<file path="config.mk">
export PLATFORM = sky130hd
export DESIGN_NAME = param_shift_reg
export DESIGN_NICKNAME = d
export VERILOG_FILES = /design/src/rtl/param_shift_reg_pkg.sv /design/src/rtl/param_shift_reg_step.sv /design/src/rtl/param_shift_reg.sv
export SDC_FILE = /design/constraint.sdc
export NUM_CORES = 1
export LEC_CHECK = 0
export CELL_PAD_IN_SITES_DETAIL_PLACEMENT = 0
export CELL_PAD_IN_SITES_GLOBAL_PLACEMENT = 2
export CORE_AREA = 2 2 49 85
export CTS_CLUSTER_DIAMETER = 100
export DETAILED_ROUTE_END_ITERATION = 10
export DIE_AREA = 0 0 51 87
export HOLD_SLACK_MARGIN = 0.15
export PLACE_DENSITY_LB_ADDON = 0.1
export SLEW_MARGIN = 0
export SYNTH_ARGS = -nofsm -noshare
export SYNTH_HDL_FRONTEND = slang
export SYNTH_SLANG_ARGS = --single-unit
</file>
<file path="constraint.sdc">
create_clock -name clock -period 2.9 [get_ports clock]
set_input_delay 0.29 -clock clock [delete_from_list [all_inputs] [get_ports clock]]
set_output_delay 0.29 -clock clock [all_outputs]
set_load 0.02 [all_outputs]
</file>
<file path="src/rtl/param_shift_reg_pkg.sv">
// param_shift_reg_pkg: shared mode codes and FSM state encodings for the shift register
package param_shift_reg_pkg;
  typedef enum logic [2:0] {
    M_HOLD = 3'b000,
    M_LSR  = 3'b001,
    M_ASR  = 3'b010,
    M_LSL  = 3'b011,
    M_ROR  = 3'b100,
    M_ROL  = 3'b101,
    M_SRI  = 3'b110,
    M_SLI  = 3'b111
  } mode_t;
  typedef enum logic [1:0] {
    S_IDLE  = 2'd0,
    S_SHIFT = 2'd1,
    S_DONE  = 2'd2
  } state_t;
endpackage

</file>
<file path="src/rtl/param_shift_reg_step.sv">
// shift_step_unit: combinational single-step next value and shifted-out bit
module shift_step_unit
  import param_shift_reg_pkg::*;
#(
  parameter int WIDTH = 8
) (
  input  logic [WIDTH-1:0] q,
  input  logic [2:0]       mode,
  input  logic             serial_in,
  output logic [WIDTH-1:0] q_next,
  output logic             out_bit
);
  logic is_right;
  logic fill_r;
  logic fill_l;
  // right-direction modes shift towards bit 0; everything else except HOLD shifts left
  always_comb begin
    is_right = mode inside {M_LSR, M_ASR, M_ROR, M_SRI};
    fill_r   = mode == M_ASR ? q[WIDTH-1] : mode == M_ROR ? q[0] : mode == M_SRI ? serial_in : 1'b0;
    fill_l   = mode == M_ROL ? q[WIDTH-1] : mode == M_SLI ? serial_in : 1'b0;
    q_next   = mode == M_HOLD ? q : is_right ? {fill_r, q[WIDTH-1:1]} : {q[WIDTH-2:0], fill_l};
    out_bit  = is_right ? q[0] : q[WIDTH-1];
  end
endmodule

</file>
<file path="src/rtl/param_shift_reg.sv">
// param_shift_reg: multi-cycle shift/rotate register with parallel load and done pulse
module param_shift_reg
  import param_shift_reg_pkg::*;
#(
  parameter int WIDTH = 8,
  parameter int CNT_W = 4
) (
  input  logic             clock,
  input  logic             reset_n,
  input  logic             load_n,
  input  logic [WIDTH-1:0] load_val,
  input  logic [2:0]       mode,
  input  logic [CNT_W-1:0] amount,
  input  logic             start,
  input  logic             serial_in,
  output logic [WIDTH-1:0] q,
  output logic             serial_out,
  output logic             busy,
  output logic             done
);
  state_t           state;
  state_t           state_next;
  logic [2:0]       mode_r;
  logic [CNT_W-1:0] remaining;
  logic [WIDTH-1:0] q_next;
  logic             out_bit;

  shift_step_unit #(.WIDTH(WIDTH)) u_step (
    .q        (q),
    .mode     (mode_r),
    .serial_in(serial_in),
    .q_next   (q_next),
    .out_bit  (out_bit)
  );

  // state register
  always_ff @(posedge clock) begin
    if (!reset_n) state <= S_IDLE;
    else state <= state_next;
  end

  // next state: load aborts, SHIFT runs until the last step, IDLE/DONE accept a start
  always_comb begin
    state_next = !load_n ? S_IDLE
               : state == S_SHIFT ? (remaining == CNT_W'(1) ? S_DONE : S_SHIFT)
               : start ? (amount != '0 ? S_SHIFT : S_DONE)
               : S_IDLE;
  end

  // datapath: load, one step per SHIFT cycle, or latch the operation on an accepted start
  always_ff @(posedge clock) begin
    if (!reset_n) begin
      q          <= '0;
      serial_out <= 1'b0;
      remaining  <= '0;
      mode_r     <= M_HOLD;
    end else if (!load_n) begin
      q <= load_val;
    end else if (state == S_SHIFT) begin
      q         <= q_next;
      remaining <= remaining - CNT_W'(1);
      if (mode_r != M_HOLD) serial_out <= out_bit;
    end else if (start) begin
      mode_r    <= mode;
      remaining <= amount;
    end
  end

  assign busy = state == S_SHIFT;
  assign done = state == S_DONE;
endmodule

</file>
==> flow_metrics.tcl <==
set metrics [dict create \
    wl_per_cell_um 14.7 \
    numPortBuffers 30 \
    end_kind "primary output" \
    post-route-cell-area_sq_um 1330 \
    drt_first_pass_iters 5 \
    cts_tree "built" \
    grt_first_pass_wirelength_um 4490 \
    slew_headroom_pct 58.2 \
    ctsHoldBuffers 0 \
    dp_hpwl_um 2130 \
    die_y_um 87 \
    clock_path_buffers 2 \
    hp-start "remaining[3]" \
    hold_depth 1 \
    synthesis.nets 136 \
    drive_above_1_share_pct 7.80 \
    die_w_um 51 \
    core_area_sq_um 3790 \
    ys_seq_area_share_pct 37.3 \
    gr-usage-all-layers_pct 13.6 \
    ant_nets 0 \
    r2r-start "state[1]" \
    netSwitchingFraction_pct 28.3 \
    drtIter0Drc 21 \
    numCtsBuffers 3 \
    cts_root_buffer "clkbuf_8" \
    cpPeakStageDelay_ns 0.62 \
    rows 30 \
    startpoint_type "register" \
    status "finished clean" \
    fin_setup_tns_ns 0 \
    htreeDepth 1 \
    yosysTopAreaCellShare_pct 37.3 \
    power.internal_mw 0.424 \
    synth_common_cells "dfxtp_1, nand2_1, a31oi_1, nor2_1, o221ai_1" \
    place.gp.congestion 0.702 \
    grt_pass1_vias 974 \
    r2r-end "q[1]" \
    criticalPathCategory "register to primary output" \
    p_sw_mw 0.168 \
    syn-cell-area_sq_um 966 \
    finalHoldViolCount 0 \
    drc 0 \
    fin_crit_sh_pct 62.9 \
    area_growth_pct 37.4 \
    start_util_pct 25.5 \
    post_cts_buffers 0 \
    tightest_slew_ns 0.625 \
    ys_warn_count 0 \
    synth.area.top_cells "dfxtp_1, nand2_1, o221ai_1, a31oi_1, mux2i_1" \
    fmax_mhz 548 \
    synth_edf_count 0 \
    drv_slew 0 \
    syn_area_per_cell_sq_um 8.47 \
    reg2reg_slack_ns 1.42 \
    leakagePower_nw 0.476 \
    wl_um 2770 \
    num_vias 976 \
    yosys.area.top_type "dfxtp_1" \
    fill_cells 412 \
    finalSetupViolCount 0 \
    die_area_sq_um 4440 \
    max_cap_violations 0 \
    grt_setup_unrepaired "false" \
    power_frac_comb_pct 23.0 \
    startpoint "state[1]" \
    clock-sinks 18 \
    cp_data_arrival_time_ns 1.53 \
    antenna_cells 0 \
    antenna_found_initial 0 \
    async_flop_share_pct 0 \
    insertion_delay_ns 0.25 \
    min_to "remaining[3]" \
    r2r_cells 4 \
    critPathMaxFanout 14 \
    post_dp_cell_area_sq_um 1290 \
    path_cells "nand2b_4 > inv_2 > clkdlybuf4s50_1" \
    vdd_drop_max_v 0.000179 \
    finish.net_count 165 \
    syn_inst 114 \
    via_per_inst 5.16 \
    p_seq_share_pct 47.5 \
    power_density_nw_per_um2 445 \
    pwr-share-clk_pct 29.5 \
    min_period_ns 1.82 \
    overflow 0 \
    ios 31 \
    cp_slowest_cell "clkdlybuf4s50_1" \
    synth_top_flop_cell "dfxtp_1" \
    hp-class "register to register" \
    ys_types 38 \
    grt_max_degree 18 \
    cp.required_ns 2.61 \
    postCtsResizedCells 0 \
    fin_worst_skew_ns 0.00265 \
    ys_seq_elements 18 \
    clk_pin_slew_ns 0.07 \
]
[through the flow]
stage / instances / util (%) / total power, mW / hold WS, ns / setup slack (ns)
floorplan: 114 / - / 0.361 / 0.434 / 1.62
global placement: 186 / 33.9 / 0.424 / 0.486 / 0.967
detailed placement: 186 / 33.9 / 0.425 / 0.488 / 0.907
CTS: 189 / 35.0 / 0.602 / 0.512 / 1.06
global route: 189 / 35.0 / 0.626 / 0.528 / 0.987
finish: 189 / 35.0 / 0.591 / 0.517 / 1.08
[power by group through the flow]
stage                     Combinational (mW)  Sequential, mW  Clock (mW)
final                                  0.136           0.281       0.174
after global routing                   0.150           0.283       0.193
after CTS                              0.139           0.281       0.183
after detailed placement               0.138           0.286           0
after global placement                 0.137           0.286           0
after floorplan                       0.0686           0.292           0
[registers in the layout, indices dropped and copies added (netlist names)]
signal / cells
q: 8
state: 2
remaining: 4
mode_r: 3
serial_out: 1
[worst max-delay path, delay by kind of cell, from the launching register on]
family                 cells  cell delay, ns
and+or+nand+nor            1            0.20
DFF                        1            0.31
buffers and inverters      2            0.76
[area by class of cell]
| type | count | area, sq um | area share [%] |
|---|---|---|---|
| well taps | 48 | 60.1 | 4.52 |
| clock buffers | 3 | 41.3 | 3.11 |
| flip-flops and latches | 18 | 360 | 27.1 |
| repair buffers | 30 | 300 | 22.6 |
| inverters | 4 | 15.0 | 1.13 |
| multi-input cells | 86 | 551 | 41.5 |
[kinds of logic after synthesis]
logic type,synth area share (%)
buffers and inverters,5.70
flip-flops,37.3
AO/OA/AOI/OAI,26.0
adder cells (fa/ha/maj),2.59
multiplexers,5.31
AND/OR/NAND/NOR,23.1
[cells in the final DEF (no fill, tap or decap), types with 2 or more instances in the layout]
cell,Yosys,layout
a211oi_1,3,3
a21oi_1,5,5
a22o_1,2,2
a31oi_1,9,9
clkbuf_8,0,3
clkdlybuf4s50_1,0,30
dfxtp_1,18,18
ha_1,2,2
inv_1,3,3
mux2i_1,4,4
nand2_1,18,18
nand3_1,2,2
nor2_1,9,9
o21ai_0,3,3
o21ai_2,2,2
o221ai_1,7,7
[routing by layer]
metal	up-vias	part of all wire [%]	track usage [%]
li1	484	-	-
met1	458	40	13.9
met2	29	55	26.1
met3	5	3.8	2.06
met4	0	1.6	5.90
met5	-	0	0
[worst max-delay path by stage]
stage,end,cells past startpoint
floorplan,serial_out,5
global placement,q[4],4
detailed placement,q[2],4
CTS,busy,3
global route,q[1],4
finish,busy,3
(Power assumes the default switching activity.)
